**config.mk**
```make
export PLATFORM = sky130hd
export DESIGN_NAME = mem_access_unit
export DESIGN_NICKNAME = d
export VERILOG_FILES = /design/src/rtl/mem_access_unit_pkg.sv /design/src/rtl/mem_access_unit_sync_2ff.sv /design/src/rtl/mem_access_unit.sv
export SDC_FILE = /design/constraint.sdc
export NUM_CORES = 1
export LEC_CHECK = 0
export ABC_AREA = 1
export CAP_MARGIN = 40
export CELL_PAD_IN_SITES_DETAIL_PLACEMENT = 0
export CELL_PAD_IN_SITES_GLOBAL_PLACEMENT = 2
export CORE_ASPECT_RATIO = 0.9
export CORE_MARGIN = 1
export CORE_UTILIZATION = 24
export DETAILED_ROUTE_END_ITERATION = 8
export GPL_ROUTABILITY_DRIVEN = 1
export PLACE_DENSITY_LB_ADDON = 0.12
export SYNTH_ARGS = -nofsm -noshare
export SYNTH_HDL_FRONTEND = slang
export SYNTH_SLANG_ARGS = --single-unit
```
**constraint.sdc**
```tcl
create_clock -name clk -period 3.9 [get_ports clk]
set_input_delay 0.585 -clock clk [delete_from_list [all_inputs] [get_ports clk]]
set_output_delay 0.585 -clock clk [all_outputs]
set_load 0.05 [all_outputs]
```
**src/rtl/mem_access_unit_pkg.sv**
```systemverilog
// ============================================================================
// Module  : mem_access_unit_pkg
// Brief   : Shared memory map, FSM state encoding and address decode helper.
// Revision: 1.0  initial release
// ============================================================================
`default_nettype none

package mem_access_unit_pkg;

    localparam logic [31:0] c_ram_base      = 32'h1001_0000;
    localparam logic [31:0] c_gpio_out_addr = 32'hFFFF_0000;
    localparam logic [31:0] c_gpio_in_addr  = 32'hFFFF_0004;

    typedef enum logic [2:0] {
        ST_IDLE    = 3'd0,
        ST_ACCESS  = 3'd1,
        ST_WAIT    = 3'd2,
        ST_CAPTURE = 3'd3,
        ST_RESP    = 3'd4
    } state_e;

    typedef enum logic [1:0] {
        RGN_RAM      = 2'd0,
        RGN_GPIO_OUT = 2'd1,
        RGN_GPIO_IN  = 2'd2,
        RGN_ERR      = 2'd3
    } region_e;

    // The RAM window holds 2**ram_aw words, i.e. 2**(ram_aw+2) bytes above ram_base.
    function automatic region_e decode_addr(
        input logic [31:0] addr,
        input logic [31:0] ram_base,
        input int unsigned ram_aw,
        input logic [31:0] gpio_out_addr,
        input logic [31:0] gpio_in_addr
    );
        logic [31:0] off;
        off = addr - ram_base;
        if (addr[1:0] != 2'b00) begin
            return RGN_ERR;
        end
        if ((addr >= ram_base) && ((off >> (ram_aw + 2)) == 32'd0)) begin
            return RGN_RAM;
        end
        if (addr == gpio_out_addr) begin
            return RGN_GPIO_OUT;
        end
        if (addr == gpio_in_addr) begin
            return RGN_GPIO_IN;
        end
        return RGN_ERR;
    endfunction

endpackage

`default_nettype wire

```
**src/rtl/mem_access_unit_sync_2ff.sv**
```systemverilog
// ============================================================================
// Module  : sync_2ff
// Brief   : Two-flop synchronizer for asynchronous input pins.
// Revision: 1.0  initial release
// ============================================================================
`default_nettype none

module sync_2ff #(
    parameter int unsigned WIDTH = 8
) (
    input  logic             clk,
    input  logic             rst,
    input  logic [WIDTH-1:0] d,
    output logic [WIDTH-1:0] q
);

    logic [WIDTH-1:0] meta_q;
    logic [WIDTH-1:0] sync_q;

    always_ff @(posedge clk or posedge rst) begin
        if (rst) begin
            meta_q <= '0;
            sync_q <= '0;
        end else begin
            meta_q <= d;
            sync_q <= meta_q;
        end
    end

    assign q = sync_q;

endmodule

`default_nettype wire

```
**src/rtl/mem_access_unit.sv**
```systemverilog
// ============================================================================
// Module  : mem_access_unit
// Brief   : Data-side access stage: decodes a word request to RAM/GPIO/error,
//           sequences sync-RAM timing and returns MDR with a response pulse.
// Revision: 1.0  initial release
// ============================================================================
`default_nettype none

module mem_access_unit
    import mem_access_unit_pkg::*;
#(
    parameter int unsigned ADDR_W        = 8,
    parameter logic [31:0] RAM_BASE      = c_ram_base,
    parameter logic [31:0] GPIO_OUT_ADDR = c_gpio_out_addr,
    parameter logic [31:0] GPIO_IN_ADDR  = c_gpio_in_addr,
    parameter int unsigned GPIO_W        = 8,
    parameter int unsigned WAIT_CYCLES   = 1
) (
    input  logic              clk,
    input  logic              rst,
    input  logic              req_valid,
    input  logic              req_we,
    input  logic [31:0]       req_addr,
    input  logic [31:0]       req_wdata,
    output logic              req_ready,
    output logic              rsp_valid,
    output logic [31:0]       rsp_rdata,
    output logic              rsp_err,
    output logic [ADDR_W-1:0] ram_addr,
    output logic [31:0]       ram_wdata,
    output logic              ram_we,
    input  logic [31:0]       ram_rdata,
    input  logic [GPIO_W-1:0] gpio_in,
    output logic [GPIO_W-1:0] gpio_out
);

    localparam logic [3:0] c_wait_last = 4'(WAIT_CYCLES - 1);

    state_e            state_q,    state_d;
    region_e           region_q,   region_d;
    logic              we_q,       we_d;
    logic [31:0]       wdata_q,    wdata_d;
    logic [ADDR_W-1:0] ram_addr_q, ram_addr_d;
    logic [31:0]       mdr_q,      mdr_d;
    logic [GPIO_W-1:0] gpio_out_q, gpio_out_d;
    logic [3:0]        wait_cnt_q, wait_cnt_d;

    logic [GPIO_W-1:0] w_gpio_in_sync;
    region_e           w_region;
    logic [31:0]       w_offset;
    logic [ADDR_W-1:0] w_ram_word;

    sync_2ff #(
        .WIDTH (GPIO_W)
    ) u_gpio_sync (
        .clk (clk),
        .rst (rst),
        .d   (gpio_in),
        .q   (w_gpio_in_sync)
    );

    assign w_region   = decode_addr(req_addr, RAM_BASE, ADDR_W, GPIO_OUT_ADDR, GPIO_IN_ADDR);
    assign w_offset   = req_addr - RAM_BASE;
    assign w_ram_word = ADDR_W'(w_offset >> 2);

    always_comb begin
        state_d    = state_q;
        region_d   = region_q;
        we_d       = we_q;
        wdata_d    = wdata_q;
        ram_addr_d = ram_addr_q;
        mdr_d      = mdr_q;
        gpio_out_d = gpio_out_q;
        wait_cnt_d = wait_cnt_q;

        case (state_q)
            ST_IDLE: begin
                if (req_valid) begin
                    we_d     = req_we;
                    wdata_d  = req_wdata;
                    region_d = w_region;
                    if (w_region == RGN_RAM) begin
                        ram_addr_d = w_ram_word;
                    end
                    if (w_region == RGN_ERR) begin
                        // An erroring read still counts as a read: MDR shows zero.
                        if (!req_we) begin
                            mdr_d = '0;
                        end
                        state_d = ST_RESP;
                    end else begin
                        state_d = ST_ACCESS;
                    end
                end
            end
            ST_ACCESS: begin
                wait_cnt_d = '0;
                state_d    = ST_RESP;
                case (region_q)
                    RGN_RAM: begin
                        state_d = (WAIT_CYCLES != 0) ? ST_WAIT : ST_CAPTURE;
                    end
                    RGN_GPIO_OUT: begin
                        if (we_q) begin
                            gpio_out_d = wdata_q[GPIO_W-1:0];
                        end else begin
                            mdr_d = 32'(gpio_out_q);
                        end
                    end
                    RGN_GPIO_IN: begin
                        if (!we_q) begin
                            mdr_d = 32'(w_gpio_in_sync);
                        end
                    end
                    default: begin
                        state_d = ST_RESP;
                    end
                endcase
            end
            ST_WAIT: begin
                if (wait_cnt_q == c_wait_last) begin
                    state_d = ST_CAPTURE;
                end else begin
                    wait_cnt_d = wait_cnt_q + 4'd1;
                end
            end
            ST_CAPTURE: begin
                if (!we_q) begin
                    mdr_d = ram_rdata;
                end
                state_d = ST_RESP;
            end
            ST_RESP: begin
                state_d = ST_IDLE;
            end
            default: begin
                state_d = ST_IDLE;
            end
        endcase
    end

    always_ff @(posedge clk or posedge rst) begin
        if (rst) begin
            state_q    <= ST_IDLE;
            region_q   <= RGN_ERR;
            we_q       <= 1'b0;
            wdata_q    <= '0;
            ram_addr_q <= '0;
            mdr_q      <= '0;
            gpio_out_q <= '0;
            wait_cnt_q <= '0;
        end else begin
            state_q    <= state_d;
            region_q   <= region_d;
            we_q       <= we_d;
            wdata_q    <= wdata_d;
            ram_addr_q <= ram_addr_d;
            mdr_q      <= mdr_d;
            gpio_out_q <= gpio_out_d;
            wait_cnt_q <= wait_cnt_d;
        end
    end

    // Strobes come straight from the state register so reset removes them at once.
    assign req_ready = (state_q == ST_IDLE);
    assign rsp_valid = (state_q == ST_RESP);
    assign rsp_err   = (state_q == ST_RESP) && (region_q == RGN_ERR);
    assign rsp_rdata = mdr_q;
    assign ram_we    = (state_q == ST_ACCESS) && (region_q == RGN_RAM) && we_q;
    assign ram_addr  = ram_addr_q;
    assign ram_wdata = wdata_q;
    assign gpio_out  = gpio_out_q;

endmodule

`default_nettype wire

```
==> out/qor.csv, run 1 <==
metric,value,unit
status,"complete, but fails checks",
failing checks,DRC,
Core ar.,19520,um^2
RD Place Congestion,0.8306,
share of cells above drive strength 1,5.013,%
Final ANT Viol Nets,0,
"CTS clk-pin slew, worst paths",0.07,ns
worst hold slack,0.3470,ns
"area leader, netlist",dfrtp_1,
Critical Path End Type,flip-flop,
CP required,4.14,ns
RSZ-0062 raised after global routing,false,
Max Fanout on Critical Path,34,
Post-layout nets,904,
DIE HEIGHT,137.0,um
Design Power,3.841,mW
routed vias/inst,4.159,
die area,20810,um^2
power per cell area,524.8,nW/um^2
WP data arrival,2.98,ns
"most used cell, CP",nand2_1,
first-pass GRT wire length,23.25,mm
initial core utilization,24.88,%
r2r setup slk,1.45,ns
clk sinks,106,
CP max stage delay,0.56,ns
top post-synthesis cells by area,"dfrtp_1 54%, nand2_1 17%, inv_1 5.8%",
CTS root buffer,clkbuf_16,
GRT Resource Usage Total,14.36,%
1st-iter DRT viols,179,
"Buf+Inv Stages, Crit Path",2,
Detail Placement HPWL,10.45,mm
design area,7318,um^2
routed vias,4359,
# diodes,0,
"Core Util, Final",37.49,%
Post-CTS Setup Inserts,0,
endpoints failing setup,0,
post-synth top area share,53.58,%
final setup TNS,0,ns
pre-CTS WS,0.7781,ns
syn avg cell area,7.989,um^2
Bufs on Longest Clock Path,2,
Netlist Area Pre-Place,4857,um^2
placed cell areas,7033,um^2
vias in the first global route,4432,
Area Growth Syn to Fin,50.67,%
IO Count,192,
post-route minimum period,2.741,ns
initial antenna violation count,1,
Cells after DPL,1033,
DR WL/cell,13.65,um
Worst Hold Class,reg -> reg,
post-cts sizing count,0,
VDD IR max,375.7,uV
"Net Count, Synth",718,
most frequent cell after synthesis,nand2_1,
Num CTS Buffers,9,
total gr overflow,0,
"Primary FF master, synth",dfrtp_1,
hold buffers post-CTS,0,
DRC,18,
"top cells by count, synth","215 x nand2_1, 104 x dfrtp_1, 75 x inv_1",
number of flops mapped to enable cells by yosys,0,
H-Tree Depth,3,
FMAX,364.9,MHz
final wirelength,14.31,mm
CTS tree,built,
worst-path cell chain,"clkdlybuf4s50_1, inv_1, nor2_1, nand2_1, nand3b_1, nand2_1, nand2_1, nand4_1, nand2_1, nand2_1, nand2_1, nand2_4, nand2_4, nand2_1, nand2_1",
worst skew pair latency,0.35,ns
Worst path slowest cell,clkdlybuf4s50_1,
row cnt,48,
asr flop ratio synth,100.0,%
crit path kind,in -> reg,
Die W,152.0,um
Max Transition Viols Final,0,
largest net degree at the start of global routing,56,
Synth warnings,0,
final std cells w/o fill,1048,
fin crit share,70.27,%
leak pwr,3.595,nW
"CP delay by family, top",simple AND/OR/NAND/NOR gates,
port bufs,191,
MaxCap Viol Count,0,
relative slew slack,52.63,%
Pre-antenna DRT Iters,6,
Final Hold Vio Count,0,
Syn Inst Count,608,
Worst-Margin Slew,0.7105,ns
sequential area share after synthesis,54.66,%
clock skew,0.008441,ns
PnR worst setup slack,1.159,ns
#FFs+latches synth,106,
count of cell types in the netlist,28,
crit start category,input port,
-- placed cells by master, fill, tap and decap left out, types with 2 or more instances in the layout --
cell type,count
nand2_4,2
o21ai_1,3
a21oi_1,4
nor2_2,3
nand3_1,52
mux2_2,8
nand2_1,215
dfstp_2,2
dfrtp_1,104
clkdlybuf4s50_1,190
o21ai_0,34
ha_1,2
buf_4,5
clkinv_2,2
nor2_1,60
clkbuf_16,9
inv_1,74
nor3_1,7
nand4_1,5
-- power by group --
| group | switching (mW) | total, mW | internal (mW) | leakage [nW] |
|---|---|---|---|---|
| sequential | 0.116 | 1.40 | 1.28 | 1.38 |
| clock | 0.417 | 0.912 | 0.494 | 0.138 |
| combinational | 1.03 | 1.53 | 0.500 | 2.08 |
| total | 1.56 | 3.84 | 2.28 | 3.59 |
-- worst paths after layout --
check	from	endpoint	cells after the start
setup / recovery	req_addr[28]	rsp_rdata[3]$_DFFE_PP0P_	15
hold / removal	u_gpio_sync.meta_q[7]$_DFF_PP0_	u_gpio_sync.q[7]$_DFF_PP0_	0
setup reg to reg	region_q[1]$_DFFE_PP1P_	rsp_rdata[3]$_DFFE_PP0P_	9
hold reg to reg	u_gpio_sync.meta_q[7]$_DFF_PP0_	u_gpio_sync.q[7]$_DFF_PP0_	0
max in group asynchronous	rst	rsp_rdata[2]$_DFFE_PP0P_	3
min in group asynchronous	rst	ram_wdata[20]$_DFFE_PP0P_	2
-- routing by layer --
metal | part of all wire, % | up-vias | global-route usage [%]
met4 | 1.2 | 2 | 4.422
met3 | 8.7 | 15 | 5.605
met5 | 0.091 | - | 0
li1 | - | 2248 | -
met2 | 43 | 140 | 22.20
met1 | 46 | 1954 | 18.47
-- area by class of cell --
class | instances | area (um^2)
inverters | 76 | 287.8
multi-input cells | 404 | 1803
clock inverters | 5 | 56.30
flip-flops and latches | 106 | 2655
fillers | 2011 | 12200
well taps | 250 | 312.8
repair buffers | 197 | 1974
clock buffers | 10 | 229.0
-- flip-flops by register name, summed over array words and instances (netlist names), 2 cells and up --
name and cells:
ram_addr 8, rsp_rdata 32, u_gpio_sync.q 8, u_gpio_sync.meta_q 8
region_q 2, ram_wdata 32, wait_cnt_q 4, gpio_out 8
state_q 3
-- kinds of logic (layout without fill, tap and decap cells) --
logic type / count (synthesis) / after routing / synth area share (%)
buffers and inverters: 98 / 288 / 8.217
adder cells (fa/ha/maj): 2 / 2 / 0.5151
AO/OA/AOI/OAI: 44 / 44 / 4.843
XOR/XNOR: 1 / 1 / 0.1804
multiplexers: 8 / 8 / 1.855
AND/OR/NAND/NOR: 349 / 349 / 29.73
flip-flops: 106 / 106 / 54.66
-- worst register-to-register path, stage by stage, from the launching register on --
cell and delay, ns:
dfstp_2 0.51, inv_1 0.10, nor2_4 0.19, clkinv_1 0.29
nand3_1 0.17, o21ai_0 0.14, a21oi_4 0.41, nand2_4 0.32
nand2_1 0.16, nand2_1 0.06
(Power assumes the default switching activity.)
==> run 2: changes to the inputs <==
- clock period: 3.9 -> 2.6 ns (I/O delays scaled with it)
==> out/qor.csv, run 2 (synthesis gave the netlist of run 1 again) <==
metric,value,unit
crit start category,input port,
WP data arrival,2.50,ns
clock power share,22.9,%
Die W,152.0,um
routed vias/inst,4.198,
FF/Latch Area,2655,um^2
first-pass GRT wire length,22.98,mm
Detail Placement HPWL,10.40,mm
final wirelength,14.17,mm
met2 GRT Util,21.84,%
total gr overflow,0,
CP required,2.89,ns
post-cts sizing count,0,
post-route minimum period,2.209,ns
FILL cells,1995,
MaxCap Viol Count,0,
"most common cell after layout, fill and taps aside",nand2_1,
CTS root buffer,clkbuf_16,
Max Fanout on Critical Path,32,
die area,20810,um^2
H-Tree Depth,3,
Max Transition Viols Final,0,
DIE HEIGHT,137.0,um
Worst-Margin Slew,0.5543,ns
largest net degree at the start of global routing,79,
row cnt,48,
RSZ-0062 raised after global routing,false,
Net Sw Frac,41.50,%
Post-layout nets,909,
busiest grt layer,met2,
routed vias,4425,
GRT met1 Usage,18.29,%
CTS tree,built,
Bufs on Longest Clock Path,2,
P_int,3.333,mW
endpoints failing setup,0,
RD Place Congestion,0.8104,
IO Count,192,
Num CTS Buffers,9,
clk sinks,106,
worst skew pair latency,0.35,ns
FMAX,452.6,MHz
GR Util met3,5.763,%
share of cells above drive strength 1,6.095,%
switching pwr,2.365,mW
Final ANT Viol Nets,0,
relative slew slack,62.93,%
Final Hold Vio Count,0,
Seq pwr share,36.7,%
clock skew,0.01317,ns
power per cell area,772.9,nW/um^2
failing checks,DRC,
Comb power frac,40.3,%
most frequent cells in the layout,"215 x nand2_1, 187 x clkdlybuf4s50_1, 104 x dfrtp_1",
leak pwr,3.624,nW
Area Growth Syn to Fin,51.78,%
Post-CTS Setup Inserts,0,
Core ar.,19520,um^2
pre-CTS WS,-0.02126,ns
DRC,16,
Design Power,5.698,mW
hold buffers post-CTS,0,
VDD IR max,511.5,uV
fin crit share,84.97,%
status,"complete, but fails checks",
"Core Util, Final",37.77,%
GRT Resource Usage Total,14.12,%
vias in the first global route,4299,
port bufs,191,
"CTS clk-pin slew, worst paths",0.08,ns
Worst Hold Class,reg -> reg,
PnR worst setup slack,0.3907,ns
# diodes,0,
Pre-antenna DRT Iters,8,
DR WL/cell,13.45,um
initial antenna violation count,2,
crit path kind,in -> reg,
Multi-input gate area,1803,um^2
initial core utilization,24.88,%
1st-iter DRT viols,154,
Critical Path End Type,flip-flop,
[run 2: cell count changes in the layout (fill, tap and decap cells not counted)]
cell | previous run | this run
dlymetal6s2s_1 | 0 | 1
bufinv_16 | 1 | 0
clkdlybuf4s50_1 | 190 | 187
clkinv_4 | 1 | 0
buf_12 | 1 | 3
clkinvlp_4 | 1 | 4
inv_4 | 1 | 0
clkbuf_1 | 1 | 0
inv_6 | 0 | 1
buf_4 | 5 | 10
inv_8 | 0 | 1
[run 2: cell type report]
cell class / instances / share of cell area, %
flip-flops and latches: 106 / 36.01
inverters: 76 / 3.921
clock inverters: 7 / 0.7128
repair buffers: 202 / 27.60
well taps: 250 / 4.243
clock buffers: 9 / 3.055
multi-input cells: 404 / 24.46
[run 2: worst max-delay path: stages]
cell	delay, ns
clkdlybuf4s50_1	0.57
nor2_1	0.08
nor2_1	0.10
nand2_1	0.06
nor2_1	0.12
nand2_1	0.08
nor2_1	0.11
nand4_1	0.11
nand2_1	0.12
nand2_1	0.10
nand2_1	0.12
nand2_4	0.08
nand2_4	0.27
nand2_1	0.09
nand2_1	0.07
[run 2: layer usage]
layer / vias to the layer above / wire (um)
li1: 2254 / -
met1: 2016 / 6646
met2: 140 / 6195
met3: 13 / 1211
met4: 2 / 106
met5: - / 13
[run 2: path summary, 6_finish.rpt]
path | end | cells after the start | slack [ns] | startpoint
worst min-delay path | u_gpio_sync.q[0]$_DFF_PP0_ | 0 | 0.35 | u_gpio_sync.meta_q[0]$_DFF_PP0_
worst max register to register | rsp_rdata[13]$_DFFE_PP0P_ | 9 | 0.42 | region_q[1]$_DFFE_PP1P_
min in group asynchronous | wait_cnt_q[0]$_DFFE_PP0P_ | 3 | 0.55 | rst
worst min register to register | u_gpio_sync.q[0]$_DFF_PP0_ | 0 | 0.35 | u_gpio_sync.meta_q[0]$_DFF_PP0_
max in group asynchronous | region_q[0]$_DFFE_PP1P_ | 3 | 1.68 | rst
worst max-delay path | rsp_rdata[13]$_DFFE_PP0P_ | 15 | 0.39 | req_addr[29]
[run 2: through the flow]
step	cell area [um^2]	TNS [ns]	instances	hold WS [ns]
after floorplan	4861	0	608	0.3312
after global placement	7077	-0.1759	1037	0.3337
after detailed placement	7092	-0.1966	1038	0.3363
after CTS	7370	0	1054	0.3477
after global routing	7372	0	1054	0.3545
final	7372	0	1054	0.3457
[run 2: power groups by stage]
stage               clock, mW  sequential [mW]  combinational, mW
floorplan                   0             2.99              0.539
global placement            0             2.12               2.33
detailed placement          0             2.12               2.33
CTS                      1.36             2.10               2.33
global route             1.42             2.13               2.45
finish                   1.31             2.09               2.30
